<file path="config.mk">
export PLATFORM = sky130hd
export DESIGN_NAME = deshifter
export DESIGN_NICKNAME = d
export VERILOG_FILES = /design/src/rtl/deshifter_pkg.sv /design/src/rtl/deshifter.sv
export SDC_FILE = /design/constraint.sdc
export NUM_CORES = 1
export LEC_CHECK = 0
export ABC_AREA = 1
export BUFFER_PORTS_ARGS = -buffer_cell sky130_fd_sc_hd__buf_4
export CORE_MARGIN = 4
export CORE_UTILIZATION = 47
export DETAILED_ROUTE_END_ITERATION = 12
export GPL_TIMING_DRIVEN = 0
export PLACE_DENSITY_LB_ADDON = 0.3
export SLEW_MARGIN = 20
export SYNTH_ARGS = -nofsm -noshare
export SYNTH_HDL_FRONTEND = slang
export SYNTH_SLANG_ARGS = --single-unit
</file>
<file path="constraint.sdc">
create_clock -name clk -period 1.3 [get_ports clk]
set_input_delay 0.26 -clock clk [delete_from_list [all_inputs] [get_ports clk]]
set_output_delay 0.26 -clock clk [all_outputs]
set_load 0.05 [all_outputs]
</file>
<file path="src/rtl/deshifter_pkg.sv">
// Shared constants for the serial shifter/deshifter pair. Both ends take the
// default word MSB index from here so their word sizes always agree.
package deshifter_pkg;

    // Index of the word MSB; the serial word is WORD_MSB+1 bits wide.
    localparam int WORD_MSB = 7;

endpackage : deshifter_pkg

</file>
<file path="src/rtl/deshifter.sv">
// Serial-to-parallel deshifter. Collects MSB-first bits qualified by valid,
// presents each completed word on data with a full/read handshake, and flags
// a dropped word with a sticky overrun bit.
module deshifter
    import deshifter_pkg::*;
#(
    parameter int WIDTH = WORD_MSB
) (
    input  logic             clk,
    input  logic             reset,
    input  logic             in,
    input  logic             valid,
    input  logic             read,
    output logic [WIDTH:0]   data,
    output logic             full,
    output logic             overrun,
    output logic             busy
);

    localparam int PW = (WIDTH > 0) ? $clog2(WIDTH + 1) : 1;

    logic [WIDTH:0]  buffer;
    logic [PW-1:0]   position;
    logic            complete;
    logic [WIDTH:0]  word;

    // The accepted bit is folded in combinationally so a completed word
    // includes the bit arriving on the completion edge.
    assign word     = {buffer[WIDTH-1:0], in};
    assign complete = valid && (position == PW'(WIDTH));
    assign busy     = (position != '0);

    // Shift register and bit position: advance only on valid edges, wrap on completion.
    always_ff @(posedge clk or posedge reset) begin
        if (reset) begin
            buffer   <= '0;
            position <= '0;
        end else if (valid) begin
            buffer   <= word;
            position <= complete ? '0 : position + PW'(1);
        end
    end

    // Hold register and flags: load when the consumer has room (or frees it
    // on this very edge), otherwise drop the word and mark overrun.
    always_ff @(posedge clk or posedge reset) begin
        if (reset) begin
            data    <= '0;
            full    <= 1'b0;
            overrun <= 1'b0;
        end else if (complete) begin
            if (!full || read) begin
                data <= word;
                full <= 1'b1;
            end else begin
                overrun <= 1'b1;
            end
        end else if (read && full) begin
            full    <= 1'b0;
            overrun <= 1'b0;
        end
    end

endmodule : deshifter
</file>
* Word-level counts from Yosys, hierarchy flattened
Cells that the tools add are included.
** Storage, ports and cells
- Bits in registers :: 20
- Logic and storage cells :: 24
- Output and inout bits :: 11
- Bits of input ports :: 5
** Cells by class
- Add/sub/neg operators :: 1
- Reductions and logical operators :: 9
- Eq/ne operators :: 3
- Multiplexer cells :: 6
** Operators by type and width (number)
- $reduce_and A2 Y1 :: 3
- $mux W1 :: 5
- $add A3 B1 Y3 const B :: 1
- $eq A3 B3 Y1 const B :: 1
- $mux W3 :: 1
- $reduce_bool A3 Y1 :: 1
- $logic_and A1 B1 Y1 :: 2
- $ne A2 B1 Y1 const B :: 1
- $ne A2 B2 Y1 const B :: 1
- $reduce_bool A2 Y1 :: 1
- $logic_not A1 Y1 :: 1
- $logic_or A1 B1 Y1 :: 1

* Depth between registers and ports, before layout
- Depth in word-level cells :: 4
- Gate-level depth with buffers :: 7
- Mapped depth without buffers :: 7

* Least setup slack after synthesis
No wires, ideal clock.
- Kind :: register to register
- Start :: register full
- End :: register data[1]
- Stages on the path, launching flop included :: 5
- Path slack :: 0.054 ns
- Arrival time :: 1.127 ns
- Setup time :: 0.119 ns
- Path through :: dfrtp_1 -> nand2_1 -> buf_2 -> nand3_1 -> nand2_1
** Between the ends
- Longest elaborated chain between the ends :: 3
** Ends and longest elaborated chain
- from (decl) :: line deshifter.sv:15 : output logic full,
- from (signal assigned) :: line deshifter.sv:49 : full <= 1'b0;
- from (signal assigned) :: line deshifter.sv:54 : full <= 1'b1;
- from (signal assigned) :: line deshifter.sv:59 : full <= 1'b0;
- $logic_not A1 Y1 :: line deshifter.sv:52 : if (!full || read) begin
- $logic_or A1 B1 Y1 :: line deshifter.sv:52
- $reduce_and A2 Y1 (no source line)
- to (signal assigned) :: line deshifter.sv:53 : data <= word;
- to (decl) :: line deshifter.sv:14 : output logic [WIDTH:0] data,
Every way passes these cells.
A chain may end at the register's enable or synchronous reset.

* Worst setup path after layout
- Start :: register position[0]
- End :: output busy
** Between the ends
- Longest elaborated chain between the ends :: 1
** Ends and longest elaborated chain
- from (decl) :: line deshifter.sv:23 : logic [PW-1:0] position;
- from (signal assigned) :: line deshifter.sv:40 : position <= complete ? '0 : position + PW'(1);
- $reduce_bool A3 Y1 :: line deshifter.sv:31 : assign busy = (position != '0);
- to (decl) :: line deshifter.sv:17 : output logic busy
Every way passes these cells.

==> impl_metrics.py <==
metrics = {
    "sta": {
        "hold_viol_final": 0,
        "timing.max_slew.rel_slack_pct": 51.2,
        "final_clock_period_utilization_by_the_worst_path_pct": 106,
        "fin_ws_ps": -82.9,
        "rsz0062_at_grt": "yes",
        "finalSetupViolCount": 7,
        "setup_total_negative_slack_ps": -121,
        "clock_skew_ps": 1.24,
        "period_minus_slack_ps": 1380,
        "timing_max_transition_violations_final": 0,
        "worstMarginPinSlew_ps": 731,
        "maximum_clock_rate_ghz": 0.723,
    },
    "clocking": {
        "cts.path.max_buffers": 2,
        "cts_inserted_buffers": 3,
        "tritoncts_clock_tree": "built",
        "clock_insertion_delay_worst_skew_ps": 300,
        "cts-hold-fix-buffers": 0,
        "clock_tree.root_cell": "sky130_fd_sc_hd__clkbuf_4",
        "clock_sink_count": 20,
        "htreeDepth": 1,
        "clk_transition_reported_paths_ps": 110,
    },
    "critical_path": {
        "cp_data_required_time_ps": 1040,
        "cp_cell_sequence": "inv_2 > ha_4 > nand2_4 > buf_8",
        "worst_setup_path_end_kind": "output port",
        "worst-path-buf-inv": 2,
        "timing.setup.critical_path_class": "reg2out",
        "worst_ep_arrival_time_ps": 1120,
        "crit_path_max_delay_family": "flip-flops",
        "cp_slowest_cell": "sky130_fd_sc_hd__dfrtp_1",
        "startpoint_type": "flip-flop",
        "timing.critical_path.slowest_cell_delay_ps": 410,
        "worstPathMaxFanout": 2,
    },
    "grt": {
        "antenna_found_initial": 0,
        "globalRouteMet2Util_pct": 24.3,
        "grt_remaining_overflow": 0,
        "grt_busiest_layer": "met2",
        "grt_max_degree": 21,
        "grt_util_met3_pct": 2.67,
        "groute.usage.overall_pct": 13.4,
        "groute.layer.met1.usage_pct": 15.8,
        "vias_in_the_first_global_route": 619,
        "grt_first_pass_wirelength_mm": 2.62,
    },
    "layout": {
        "final_stage_net_count": 127,
        "fillerInstances": 156,
        "final_cell_count_no_fill": 143,
        "multi_input_area_sq_um": 314,
        "layout_cell_share_with_drive_strength_beyond_1_pct": 28.8,
        "syn2layout_area_growth_pct": 30.9,
        "seq_area_sq_um": 500,
        "insertedDiodeCount": 0,
    },
    "power_and_ir_drop": {
        "vdd_ir_drop_max_uv": 989,
        "leakagePower_nw": 0.629,
        "powerDensity_nw_per_um2": 2280,
    },
    "synth": {
        "ys_top_cells_by_area": "sky130_fd_sc_hd__dfrtp_1, sky130_fd_sc_hd__nand2_1, sky130_fd_sc_hd__nand3_1, sky130_fd_sc_hd__ha_1, sky130_fd_sc_hd__inv_1",
        "ys_warns": 0,
        "synth.distinct_cells": 11,
        "synth_area_sq_um": 842,
        "synth_area_leader_cell": "sky130_fd_sc_hd__dfrtp_1",
        "synth-seq-area-share_pct": 59.4,
        "flops_latches_synth": 20,
        "net_count_after_synthesis": 103,
        "syn_avg_cell_area_sq_um": 8.86,
        "syn_inst": 95,
        "synth_top_area_share_pct": 59.4,
    },
    "route": {
        "drt_first_pass_iters": 4,
        "drc": 0,
        "route.antenna.remaining_nets": 0,
        "route.vias.total": 662,
        "drt-initial-drc-count": 16,
        "avgRoutedWirePerCell_um": 10.9,
        "via_per_inst": 4.63,
        "routed_wl_mm": 1.55,
    },
    "die": {
        "core-area_sq_um": 1710,
        "floorplan.initialDensity_pct": 49.3,
        "die_w_um": 50.3,
        "rows": 15,
        "fp.dieArea_sq_um": 2530,
        "ioPinCount": 16,
        "die_h_um": 50.3,
    },
    "placed_design": {
        "dp_hpwl_mm": 1.07,
        "gpl.final_weighted_congestion": 0.749,
        "io_buffer_count": 15,
        "cell_count_after_placement": 135,
    },
    "outcome": {
        "status": "complete, but fails checks",
        "violations": "setup timing",
    },
    "run": {
        "max_cap_viol_count": 0,
    },
    "hold_path": {
        "worstHoldPathType": "in2async",
    },
}
[stage by stage]
| step | hold slack [ps] | setup WS (ps) | area, sq um | util, % | power [mW] |
|---|---|---|---|---|---|
| 5_1_grt | 129 | -143 | 1100 | 64.5 | 2.66 |
| 2_1_floorplan | 224 | 53.9 | 842 | - | 1.60 |
| 3_5_place_dp | 439 | -37.1 | 986 | 57.7 | 1.90 |
| 6_report | 74.3 | -82.9 | 1100 | 64.5 | 2.51 |
| 3_3_place_gp | 426 | -16.8 | 986 | 57.7 | 1.87 |
| 4_1_cts | 103 | -86.1 | 1090 | 63.8 | 2.50 |
[synthesized netlist by cell type (all sizes together)]
library cell / number
nand2: 43
dfrtp: 20
nand3: 11
inv: 10
o21ai: 5
ha: 3
buf: 2
clkinv: 1
[routing by layer]
metal  share of wire [%]  wire [um]  up-vias
li1                    -          -      340
met1                  42        658      308
met2                  51        798       12
met3                 5.1         80        2
met4                0.97         15        0
met5                   0          0        -
[state kept, by name, indices dropped and copies added, names as in the netlist]
signal / cells
position: 3
data: 8
overrun: 1
buffer: 7
full: 1
[cell type report]
cell class / count / area share, %
Inverter: 11 / 4.20
Clock buffer: 3 / 2.04
Buffer: 2 / 0.908
Multi-Input combinational cell: 62 / 28.5
Clock inverter: 1 / 2.72
Timing Repair Buffer: 18 / 12.9
Tap cell: 25 / 2.84
Timing Repair inverter: 1 / 0.454
Sequential cell: 20 / 45.4
[placed cells by master (no fill, tap or decap)]
cell type / Yosys / final
sky130_fd_sc_hd__buf_2: 2 / 2
sky130_fd_sc_hd__buf_4: 0 / 17
sky130_fd_sc_hd__buf_8: 0 / 1
sky130_fd_sc_hd__bufinv_16: 0 / 1
sky130_fd_sc_hd__clkbuf_4: 0 / 3
sky130_fd_sc_hd__clkinv_2: 1 / 1
sky130_fd_sc_hd__clkinv_4: 0 / 1
sky130_fd_sc_hd__dfrtp_1: 20 / 20
sky130_fd_sc_hd__ha_1: 3 / 2
sky130_fd_sc_hd__ha_4: 0 / 1
sky130_fd_sc_hd__inv_1: 8 / 6
sky130_fd_sc_hd__inv_2: 2 / 4
sky130_fd_sc_hd__nand2_1: 41 / 40
sky130_fd_sc_hd__nand2_4: 1 / 3
sky130_fd_sc_hd__nand3_1: 11 / 11
sky130_fd_sc_hd__o21ai_1: 5 / 5
[worst reg2reg max path, cell delays in order (launching register included)]
cell                       delay (ps)
sky130_fd_sc_hd__dfrtp_1          410
sky130_fd_sc_hd__ha_1             210
sky130_fd_sc_hd__ha_1             220
sky130_fd_sc_hd__nand2_4          120
sky130_fd_sc_hd__clkinv_4          90
sky130_fd_sc_hd__nand2_4          100
sky130_fd_sc_hd__nand2_1           60
sky130_fd_sc_hd__nand2_1           50
[path summary, 6_finish.rpt]
path | from | end | slack [ps] | cells past startpoint
setup / recovery | position[0] | busy | -80 | 4
hold / removal | reset | data[6] | 70 | 2
setup reg to reg | position[0] | data[3] | -10 | 7
hold reg to reg | data[6] | data[6] | 480 | 2
max in group asynchronous | reset | overrun | 770 | 2
min in group clk | in | buffer[0] | 170 | 3
[repair_timing]
item,in CTS,in global routing
pin swaps,3,1
endpoints found under the hold margin,0,0
cloned,1,0
setup buffers,2,1
endpoints found under the setup margin,9,10
gates resized for setup,9,1
[report_power, final]
group	total [mW]	switching, mW	internal (mW)
sequential	0.905	0.107	0.798
clock	0.502	0.190	0.311
combinational	1.11	0.734	0.373
[cells by family (layout without fill, tap and decap cells)]
group | after synthesis | in the layout | share of synthesized area (%)
AND/OR/NAND/NOR | 54 | 54 | 26.9
adder cells (fa/ha/maj) | 3 | 3 | 4.46
buffers and inverters | 13 | 36 | 6.24
AO/OA/AOI/OAI | 5 | 5 | 2.97
flip-flops | 20 | 20 | 59.4
Note: power is estimated with default switching activity, not from simulation.
